===== src/rtl/i2s_speaker_tx.sv =====
// i2s_speaker_tx: stereo-pair FIFO feeding an I2S transmitter with divided bit clock
module i2s_speaker_tx #(
  parameter int DATA_BITS  = 18,
  parameter int SLOT_BITS  = 32,
  parameter int CLK_DIV    = 2,
  parameter int FIFO_DEPTH = 4
) (
  input  logic                 clk,
  input  logic                 reset,
  input  logic [DATA_BITS-1:0] left_in,
  input  logic [DATA_BITS-1:0] right_in,
  input  logic                 in_valid,
  output logic                 in_ready,
  output logic                 BCLK,
  output logic                 LRCLK,
  output logic                 DOUT,
  output logic                 frame_start,
  output logic                 underflow
);
  localparam int DW = $clog2(CLK_DIV);
  localparam int BW = $clog2(SLOT_BITS);
  localparam int PW = FIFO_DEPTH > 1 ? $clog2(FIFO_DEPTH) : 1;
  localparam int CW = $clog2(FIFO_DEPTH + 1);
  logic [DW-1:0] div, div_n;
  logic [BW-1:0] bit_cnt, bit_n;
  logic [2*DATA_BITS-1:0] mem [FIFO_DEPTH];
  logic [PW-1:0] wptr, rptr;
  logic [CW-1:0] count, count_n;
  logic [DATA_BITS-1:0] sr, right_hold;
  logic fall, wrap, frame_pop, push, pop, data_bit;
  always_comb begin
    div_n     = div == DW'(CLK_DIV - 1) ? '0 : div + 1'b1;
    fall      = div == DW'(CLK_DIV/2 - 1);
    wrap      = bit_cnt == BW'(SLOT_BITS - 1);
    bit_n     = wrap ? '0 : bit_cnt + 1'b1;
    frame_pop = fall && wrap && LRCLK;
    push      = in_valid && in_ready;
    pop       = frame_pop && count != '0;
    count_n   = count + CW'(push) - CW'(pop);
    data_bit  = bit_n != '0 && bit_n <= BW'(DATA_BITS);
  end
  always_ff @(posedge clk)
    if (push) mem[wptr] <= {left_in, right_in};
  // the active slot shifts out of sr; the right sample waits in right_hold
  always_ff @(posedge clk or negedge reset)
    if (!reset) begin
      div         <= '0;
      BCLK        <= 1'b1;
      LRCLK       <= 1'b1;
      DOUT        <= 1'b0;
      bit_cnt     <= BW'(SLOT_BITS - 1);
      frame_start <= 1'b0;
      underflow   <= 1'b0;
      in_ready    <= 1'b1;
      wptr        <= '0;
      rptr        <= '0;
      count       <= '0;
      sr          <= '0;
      right_hold  <= '0;
    end else begin
      div         <= div_n;
      BCLK        <= div_n < DW'(CLK_DIV/2);
      frame_start <= frame_pop;
      underflow   <= frame_pop && count == '0;
      count       <= count_n;
      in_ready    <= count_n < CW'(FIFO_DEPTH);
      if (push) wptr <= wptr == PW'(FIFO_DEPTH - 1) ? '0 : wptr + 1'b1;
      if (pop) rptr <= rptr == PW'(FIFO_DEPTH - 1) ? '0 : rptr + 1'b1;
      if (fall) begin
        bit_cnt <= bit_n;
        if (wrap) LRCLK <= ~LRCLK;
        DOUT <= data_bit && sr[DATA_BITS-1];
        if (frame_pop) {sr, right_hold} <= pop ? mem[rptr] : '0;
        else if (wrap) sr <= right_hold;
        else if (data_bit) sr <= sr << 1;
      end
    end
endmodule

===== config.mk =====
export PLATFORM = sky130hd
export DESIGN_NAME = i2s_speaker_tx
export DESIGN_NICKNAME = d
export VERILOG_FILES = /design/src/rtl/i2s_speaker_tx.sv
export SDC_FILE = /design/constraint.sdc
export NUM_CORES = 1
export LEC_CHECK = 0
export CAP_MARGIN = 10
export CORE_MARGIN = 1
export CORE_UTILIZATION = 25
export CTS_CLUSTER_DIAMETER = 120
export DETAILED_ROUTE_END_ITERATION = 16
export PLACE_DENSITY = 0.43
export SLEW_MARGIN = 20
export SYNTH_ARGS = -nofsm -noshare
export SYNTH_HDL_FRONTEND = slang
export SYNTH_SLANG_ARGS = --single-unit

===== constraint.sdc =====
create_clock -name clk -period 3.1 [get_ports clk]
set_clock_uncertainty 0.2 [all_clocks]
set_input_delay 0.62 -clock clk [delete_from_list [all_inputs] [get_ports clk]]
set_output_delay 0.62 -clock clk [all_outputs]
set_load 0.01 [all_outputs]

==> results.md, run 1 <==
- GRT overflow: 0
- Syn_nets: approximately 460
- DIE WIDTH: approximately 180 um
- MaxCap Viol Count: 0
- Seq/Total Area, Yosys: between 70% and 80%
- Worst setup EP type: flip-flop
- Num CTS Buffers: 17
- Crit path launch type: flip-flop
- Flops & latches, synth: ~200
- CTS tree: done
- Worst Setup SP: bit_cnt[0]
- Placer Congestion: around 0.77
- Reg2reg path depth: 11
- Area delta synth->final: 20.5%
- Ant. Diodes: 0
- CP Depth: 11
- Initial antenna violation count: 0
- Ys flop type: edfxtp_1
- # DRC: 0
- Hold_ws: between 40 and 50 ps
- Die span in y: 181 um
- Share of post-route cells with drive strength above 1: ~26%
- Netlist cell types: 45
- Sinks on the clock net: 199
- Net count, final: between 500 and 600
- Filler instances: slightly above 3000
- Slowest CP cell: dfstp_2
- IO Pins: 45
- FFs w/ async S/R, synth: 27.6%
- Via density: 4.33
- WL met1: ~7900 um
- Syn Inst Count: between 400 and 500
- # setup viols final: 0
- Largest net degree at the start of global routing: 38
- Post-synth EDFFs: ~140
- R2R Setup Slk: 240 ps
- Register Area: around 0.0057 mm2
- Vias in the first global route: between 4000 and 5000
- DRT antenna net count: 0
- FF-to-FF Start: bit_cnt[0]
- Avg Inst Size Synth: roughly 19 um2
- Lkg Pwr: 3.42 nW
- Synth top area cells: edfxtp_1 54%, dfrtp_1 15%, mux4_2 10%, dfstp_2 2.6%, mux2i_1 2.3%
- Least-Margin Pin Slew: 732 ps
- Worst vdd ir: approximately 0.32 mV
- Final WL: around 16000 um
- Outcome: finished, final reports clean
- Period minus WS final: roughly 2900 ps
- WL per Instance: between 15 and 20 um
- IO buf count: 44
- Clock tree buffer depth: 2
- Multi-input logic area: around 0.0021 mm2
- Slew Limit Fails: 0
- Slowest stage delay, CP: 590 ps
- 1st-iter DRT viols: about 210
- WP data required: between 3000 and 4000 ps
- Final period util: 92.3%
- Post-CTS resize count: 0
- Worst-path fanout max: 6
- Reg-to-Reg End: count[2]
- Final Power: 5.12 mW
- Setup crit end: count[2]
- Core Region: between 0.03 and 0.04 mm2
- Cell Pwr Density: approximately 530 mW/mm2
- Min-Delay Path Class: input port to asynchronous set/reset pin
- Vias: around 3800
- Critical path, cell by cell: ha_4 > nand2b_1 > or3_1 > nor2_2 > xnor2_1 > ha_1 > inv_1 > fa_1 > xnor2_1 > xor2_1 > inv_1
- H-Tree Depth: 4
- WP data arrival: 2980 ps
- Yosys warnings: 0
- Tot GR Track Use: about a tenth
- Root Driver: clkbuf_16
- CP delay by family, top: adder cells
- DR top layer: met4
- Initial Utilization: 25.4%
- Mapped Area: 0.00798 mm2
- Clock Latency Late Sink: roughly 420 ps
- First-pass GRT wire length: roughly 25000 um
- Max Clock Freq: approximately 350 MHz
- WP buf/inv: 2
- Worst setup path category: flip-flop to flip-flop
- First-pass iteration count of the detailed router: 4
- Final Hold Violating Endpoints: 0
- Met2 Wirelength: slightly below 8000 um
- Synth top area share: between 50% and 60%
- DIE AREA: around 0.033 mm2
- Row Count: 65
- Met3 WL: approximately 360 um
- Reg clk slew, reported paths: around 70 ps
- Post-DP HPWL: approximately 9800 um
- Yosys top cell by area: edfxtp_1
- Slew margin rel.: around half
[logic make-up (layout without fill, tap and decap cells)]
kind of cell / Yosys count / after routing / share of synthesized area [%]
adder cells (fa/ha/maj): 10 / 10 / 1.66
AND/OR/NAND/NOR: 37 / 37 / 2.41
XOR/XNOR: 7 / 7 / 0.862
flip-flops: 199 / 199 / 71.5
buffers and inverters: 33 / 105 / 2.15
multiplexers: 74 / 74 / 15.7
AO/OA/AOI/OAI: 52 / 52 / 5.69
[what timing repair did]
action	in CTS	in global routing
buffers inserted	0	5
hold buffers	0	0
endpoints found under the hold margin	0	0
endpoints found under the setup margin	0	1
[how the worst min path moves through the flow]
stage               depth (start not counted)              to            from  slack (ps)
detailed placement                          1   right_hold[1]   right_hold[1]         290
global route                                1         wptr[0]           reset          80
global placement                            1  right_hold[12]  right_hold[12]         290
CTS                                         1         wptr[0]           reset          60
finish                                      1         wptr[0]           reset          50
floorplan                                   0            DOUT           reset         120
[worst reg2reg max path, cell delays in order (launching register included)]
cell      delay, ps
dfstp_2         590
ha_4            190
nand2b_1        100
or3_1           360
nor2_2          160
xnor2_1         130
ha_1            160
inv_1            50
fa_1            380
xnor2_1         170
xor2_1          200
inv_1            60
[cell type report]
| type | count | share of cell area, % |
|---|---|---|
| timing repair buffer | 63 | 6.97 |
| multi-input combinational | 180 | 22.1 |
| sequential | 199 | 59.4 |
| clock buffer | 19 | 4.50 |
| clock inverter | 13 | 1.51 |
| tap | 402 | 5.23 |
| inverter | 10 | 0.390 |
[flip-flops by register name (all words and copies together), names as in the netlist]
register	count
BCLK	1
underflow	1
right_hold	18
DOUT	1
wptr	2
in_ready	1
count	3
div	1
frame_start	1
sr	18
rptr	2
mem	144
bit_cnt	5
LRCLK	1
[report_power, final]
| part | switching (mW) | internal (mW) |
|---|---|---|
| Combinational | 0.0419 | 0.0444 |
| Clock | 0.974 | 1.20 |
| Sequential | 0 | 2.86 |
[placed cells by master, fill, tap and decap left out, drive strengths merged, types with 8 or more instances in the layout]
master         instances
o2bb2ai               17
a22o                  18
mux4                  36
clkbuf                19
mux2i                 18
dfstp                  8
nand2                 13
buf                   19
edfxtp               144
clkdlybuf4s50         43
dfrtp                 47
inv                   14
ha                     9
mux2                  20
[cells in the mapped netlist (2+ instances only)]
cell / instances
a21o_1: 2
a21oi_1: 4
a22o_1: 18
and3_1: 4
buf_2: 10
buf_4: 3
clkbuf_1: 8
dfrtp_1: 47
dfstp_2: 8
edfxtp_1: 144
ha_1: 9
inv_1: 10
mux2_2: 10
mux2_4: 10
mux2i_1: 18
mux4_2: 36
nand2_1: 13
nand2b_1: 3
nor2_1: 5
nor3_1: 4
o2bb2ai_1: 17
or3_1: 2
xnor2_1: 4
xor2_1: 2
[layer usage]
metal / global-route usage (%) / up-vias
met5: 0 / -
met1: 14.0 / 2014
met2: 16.7 / 49
li1: - / 1763
met4: 3.38 / 0
met3: 2.04 / 11
[metrics by stage]
stage | utilization [%] | setup TNS [ps] | area (um2) | setup slack, ps | std cells
floorplan | - | 0 | 8000 | 8.48 | 412
global placement | 28.6 | 0 | 9000 | 221 | 849
detailed placement | 28.6 | 0 | 9000 | 172 | 849
CTS | 30.4 | 0 | 9580 | 157 | 881
global route | 30.6 | -3.27 | 9620 | -3.27 | 886
finish | 30.6 | 0 | 9620 | 240 | 886
(Power assumes the default switching activity.)
==> inputs of run 2 (changes only) <==
--- a/config.mk
+++ b/config.mk
@@ -10,7 +10,9 @@
 export CORE_UTILIZATION = 25
 export CTS_CLUSTER_DIAMETER = 120
 export DETAILED_ROUTE_END_ITERATION = 16
+export MAX_ROUTING_LAYER = met4
 export PLACE_DENSITY = 0.43
+export SKIP_LAST_GASP = 1
 export SLEW_MARGIN = 20
 export SYNTH_ARGS = -nofsm -noshare
 export SYNTH_HDL_FRONTEND = slang
==> constraint.sdc (replaced) <==
create_clock -name clk -period 3.1 [get_ports clk]
set_clock_uncertainty 0.2 [all_clocks]
set_input_delay 0.62 -clock clk [delete_from_list [all_inputs] [get_ports clk]]
set_output_delay 0.62 -clock clk [all_outputs]
set_load 0.005 [all_outputs]
==> results.md, run 2 (synthesis gave the netlist of run 1 again) <==
- GRT overflow: 0 (unchanged)
- Min-Delay Path Class: input port to asynchronous set/reset pin
- Die span in y: 181 um (unchanged)
- Row Count: 65 (unchanged)
- Final Power: 5.11 mW (about the same)
- Placer Congestion: 0.784 (+1.5%)
- Clock Latency Late Sink: 420 ps (about the same)
- Placed cell areas: 0.00900 mm2 (unchanged)
- First-pass GRT wire length: 25000 um (-0.11%)
- Critical path, cell by cell: ha_4 > nand2b_1 > or3_1 > nor2_2 > xnor2_1 > ha_1 > inv_1 > fa_1 > xnor2_1 > xor2_1 > inv_1
- Post-CTS resize count: 0 (unchanged)
- Design area: 0.00962 mm2 (unchanged)
- Sinks on the clock net: 199 (unchanged)
- Period minus WS final: 2860 ps (-2.99 ps)
- Worst setup EP type: flip-flop
- Final Hold Violating Endpoints: 0 (unchanged)
- Setup ws final: 243 ps (+2.99 ps)
- Worst setup path category: flip-flop to flip-flop
- Outcome: finished, final reports clean
- Initial Utilization: 25.4% (unchanged)
- MaxCap Viol Count: 0 (unchanged)
- Final WL: 16200 um (+0.15%)
- IO Pins: 45 (unchanged)
- Layout Cells excl Fill: 886 (unchanged)
- Vias in the first global route: 4127 (+0.51%)
- Tot GR Track Use: 10.7% (+0.30 points)
- First-pass iteration count of the detailed router: 4 (unchanged)
- Clock tree buffer depth: 2 (unchanged)
- DIE WIDTH: 181 um (unchanged)
- Slew margin rel.: 49.9% (-1.4 points)
- Core Region: 0.0315 mm2 (unchanged)
- WL per Instance: 18.3 um (+0.15%)
- H-Tree Depth: 4 (unchanged)
- Final core utilization: 30.6% (unchanged)
- Largest register FFs: 144 (unchanged)
- Slowest stage delay, CP: 590 ps (about the same)
- Most common cell after layout, fill and taps aside: edfxtp_1
- Net count, final: 520 (unchanged)
- Worst-path fanout max: 6 (unchanged)
- Pre-CTS worst setup slack: 172 ps (unchanged)
- WP buf/inv: 2 (unchanged)
- DIE AREA: 0.0327 mm2 (unchanged)
- Largest regs: mem (144), right_hold (18), sr (18)
- IO buf count: 44 (unchanged)
- Inst Count DP: 849 (unchanged)
- WP data arrival: 2970 ps (about the same)
- CP delay by family, top: adder cells
- Filler instances: 3028 (unchanged)
- Least-Margin Pin Slew: 752 ps (+20.4 ps)
- Post-DP HPWL: 9840 um (unchanged)
- DRT antenna net count: 0 (unchanged)
- # DRC: 0 (unchanged)
- Crit path launch type: flip-flop
- Reg2reg path depth: 11 (unchanged)
- Lkg Pwr: 3.42 nW (unchanged)
- CP Depth: 11 (unchanged)
- Final period util: 92.2% (-0.096 points)
- Share of post-route cells with drive strength above 1: 25.8% (unchanged)
- Num CTS Buffers: 17 (unchanged)
- Max Clock Freq: 350 MHz (+0.10%)
- Initial antenna violation count: 0 (unchanged)
- Cell Pwr Density: 531 mW/mm2 (about the same)
- Slowest CP cell: dfstp_2
- CTS tree: done
- # setup viols final: 0 (unchanged)
- Commonest non-fill, non-tap cells in the layout: 144 x edfxtp_1, 46 x dfrtp_1, 43 x clkdlybuf4s50_1
- Worst vdd ir: 0.319 mV (about the same)
- Root Driver: clkbuf_16
- Largest Register: mem
- Area delta synth->final: 20.5% (unchanged)
- WP data required: 3210 ps (about the same)
- Via density: 4.32 (-0.34%)
- Largest net degree at the start of global routing: 38 (unchanged)
- 1st-iter DRT viols: 232 (+8.9%)
- Ant. Diodes: 0 (unchanged)
- Hold-fix buffers, CTS: 0 (unchanged)
- Reg clk slew, reported paths: 70 ps (about the same)
- Vias: 3824 (-0.34%)
- Slew Limit Fails: 0 (unchanged)
==> run 2: repair_timing <==
item	4_1_cts	5_1_grt
setup endpoints to repair	0	1
hold endpoints to repair	0	0
setup buffers	0	5
==> run 2: worst paths after layout <==
path / start / to / slack [ps]
setup / recovery: bit_cnt[0] / count[2] / 240
setup reg to reg: bit_cnt[0] / count[2] / 240
hold reg to reg: right_hold[9] / right_hold[9] / 310
min in group clk: right_hold[9] / right_hold[9] / 310
hold / removal: reset / wptr[0] / 60
max in group asynchronous: reset / rptr[0] / 2010
==> run 2: layout make-up <==
type                            count  area [um2]  share of cell area [%]
Tap cell                          402         503                    5.23
Timing Repair Buffer               63         671                    6.97
Inverter                           10        37.5                   0.390
Sequential cell                   199        5710                    59.4
Multi-Input combinational cell    180        2120                    22.1
Clock inverter                     13         145                    1.51
Clock buffer                       19         433                    4.50
==> run 2: where the power goes <==
group / switching (mW) / internal, mW
logic: 0.0417 / 0.0444
registers: 0 / 2.86
clock network: 0.972 / 1.20
total: 1.01 / 4.10
==> run 2: layer usage <==
layer	vias up	part of all wire [%]	track usage, %
met4	0	0.93	3.18
met3	10	2.0	2.04
met2	49	48	16.8
met5	-	0	-
met1	1995	49	14.0
li1	1770	-	-
==> run 2: per-stage QoR <==
step                TNS [ps]  hold WS, ps
global placement           0          289
global route           -4.65         82.8
CTS                        0         64.5
detailed placement         0          294
finish                     0         59.1
floorplan                  0          124
==> inputs of run 3 (changes only) <==
--- a/config.mk
+++ b/config.mk
@@ -11,7 +11,7 @@
 export CTS_CLUSTER_DIAMETER = 120
 export DETAILED_ROUTE_END_ITERATION = 16
 export MAX_ROUTING_LAYER = met4
-export PLACE_DENSITY = 0.43
+export PLACE_DENSITY = 0.42
 export SKIP_LAST_GASP = 1
 export SLEW_MARGIN = 20
 export SYNTH_ARGS = -nofsm -noshare
==> constraint.sdc (replaced) <==
create_clock -name clk -period 3.4 [get_ports clk]
set_clock_uncertainty 0.2 [all_clocks]
set_input_delay 0.68 -clock clk [delete_from_list [all_inputs] [get_ports clk]]
set_output_delay 0.68 -clock clk [all_outputs]
set_load 0.005 [all_outputs]
==> results.md, run 3 (synthesis gave the netlist of run 1 again) <==
- Die span in y: 181 um (unchanged)
- Final WL: 16200 um (-0.25%)
- Hold_ws: 27.6 ps (-31.5 ps)
- First-pass GRT wire length: 25800 um (+2.9%)
- Cell Pwr Density: 483 mW/mm2 (-9.1%)
- Setup ws final: 498 ps (+255 ps)
- Largest Register: mem
- # DRC: 0 (unchanged)
- Share of post-route cells with drive strength above 1: 25.6% (-0.20 points)
- CTS tree: done
- Placer Congestion: 0.753 (-3.9%)
- Period minus WS final: 2900 ps (+45.4 ps)
- IO Pins: 45 (unchanged)
- Net count, final: 516 (-0.77%)
- Initial antenna violation count: 0 (unchanged)
- Most common cell after layout, fill and taps aside: edfxtp_1
- Tot GR Track Use: 10.9% (+0.23 points)
- Ant. Diodes: 0 (unchanged)
- GRT overflow: 0 (unchanged)
- MaxCap Viol Count: 0 (unchanged)
- DRT antenna net count: 0 (unchanged)
- Slowest CP cell: dfstp_2
- Largest regs: mem (144), right_hold (18), sr (18)
- Worst vdd ir: 0.299 mV (-6.1%)
- Max Clock Freq: 345 MHz (-1.6%)
- Via density: 4.39 (+1.8%)
- Lkg Pwr: 3.40 nW (-0.55%)
- Design area: 0.00957 mm2 (-0.60%)
- # setup viols final: 0 (unchanged)
- Initial Utilization: 25.4% (unchanged)
- Min-Delay Path Class: input port to asynchronous set/reset pin
- Reg clk slew, reported paths: 80 ps (about the same)
- Row Count: 65 (unchanged)
- DIE WIDTH: 181 um (unchanged)
- H-Tree Depth: 4 (unchanged)
- Largest register FFs: 144 (unchanged)
- Final Power: 4.62 mW (-9.6%)
- First-pass iteration count of the detailed router: 4 (unchanged)
- Root Driver: clkbuf_16
- Slew margin rel.: 63.5% (+14 points)
- Largest net degree at the start of global routing: 38 (unchanged)
- Placed cell areas: 0.00898 mm2 (-0.19%)
- Layout Cells excl Fill: 882 (-0.45%)
- Clock Latency Late Sink: 430 ps (about the same)
- IO buf count: 44 (unchanged)
- Vias: 3875 (+1.3%)
- WP data arrival: 3020 ps (+50 ps)
- WL per Instance: 18.3 um (+0.20%)
- Final Hold Violating Endpoints: 0 (unchanged)
- CP delay by family, top: adder cells
- Clock tree buffer depth: 2 (unchanged)
- Worst-path fanout max: 9 (+3)
- Area delta synth->final: 19.8%
- Outcome: finished, final reports clean
- Least-Margin Pin Slew: 547 ps (-205 ps)
- Post-CTS resize count: 0 (unchanged)
- Slowest stage delay, CP: 610 ps (+20 ps)
- Inst Count DP: 850 (+0.12%)
- WP data required: 3520 ps (+310 ps)
- Vias in the first global route: 4161 (+0.82%)
- Final core utilization: 30.4% (-0.18 points)
- Core Region: 0.0315 mm2 (unchanged)
- Num CTS Buffers: 17 (unchanged)
- Commonest non-fill, non-tap cells in the layout: 144 x edfxtp_1, 46 x dfrtp_1, 43 x clkdlybuf4s50_1
- Post-DP HPWL: 9560 um (-2.8%)
- DIE AREA: 0.0327 mm2 (unchanged)
- Worst setup path category: flip-flop to flip-flop
- Slew Limit Fails: 0 (unchanged)
- Worst setup EP type: flip-flop
- Pre-CTS worst setup slack: 473 ps (+301 ps)
- Crit path launch type: flip-flop
- Fin Setup TNS: 0 ps (unchanged)
- RSZ-0062 raised after global routing: no
- 1st-iter DRT viols: 269 (+16%)
- Sinks on the clock net: 199 (unchanged)
- Final period util: 85.4% (-6.8 points)
- Filler instances: 3010 (-0.59%)
- Hold-fix buffers, CTS: 0 (unchanged)
- Critical path, cell by cell: ha_1 > nand2b_1 > or3_1 > nor2_2 > xnor2_1 > ha_1 > inv_1 > fa_1 > xnor2_1 > xor2_1 > inv_1
- WP buf/inv: 2 (unchanged)
- Post-CTS Setup Inserts: 0 (unchanged)
==> run 3: final timing paths <==
path                                 from              to  slack [ps]  depth (start not counted)
setup / recovery               bit_cnt[0]        count[2]         500                         11
hold / removal                      reset            DOUT          30                          1
setup reg to reg               bit_cnt[0]        count[2]         500                         11
hold reg to reg            right_hold[17]  right_hold[17]         300                          1
max in group asynchronous           reset        in_ready        2250                          2
min in group clk           right_hold[17]  right_hold[17]         300                          1
==> run 3: where the power goes <==
group	internal (mW)	switching, mW
Clock	0.983	0.958
Combinational	0.0397	0.0376
Sequential	2.60	0
==> run 3: layout make-up <==
type                       instances  area (um2)  area share [%]
inverter                          10        37.5           0.392
clock inverter                    14         151            1.58
tap                              402         503            5.26
clock buffer                      18         429            4.49
sequential                       199        5710            59.7
timing repair buffer              59         623            6.51
multi-input combinational        180        2110            22.1
==> run 3: worst register-to-register path, stage by stage, from the launching register on <==
cell and delay [ps]:
dfstp_2 610, ha_1 190, nand2b_1 100, or3_1 360, nor2_2 160, xnor2_1 150, ha_1 170, inv_1 50
fa_1 370, xnor2_1 180, xor2_1 210, inv_1 60
==> run 3: layer usage <==
metal / vias to the layer above / track usage, % / part of all wire, %
li1: 1753 / - / -
met1: 2056 / 14.5 / 48
met2: 55 / 16.6 / 49
met3: 11 / 2.10 / 2.0
met4: 0 / 3.73 / 1.3
met5: - / - / 0
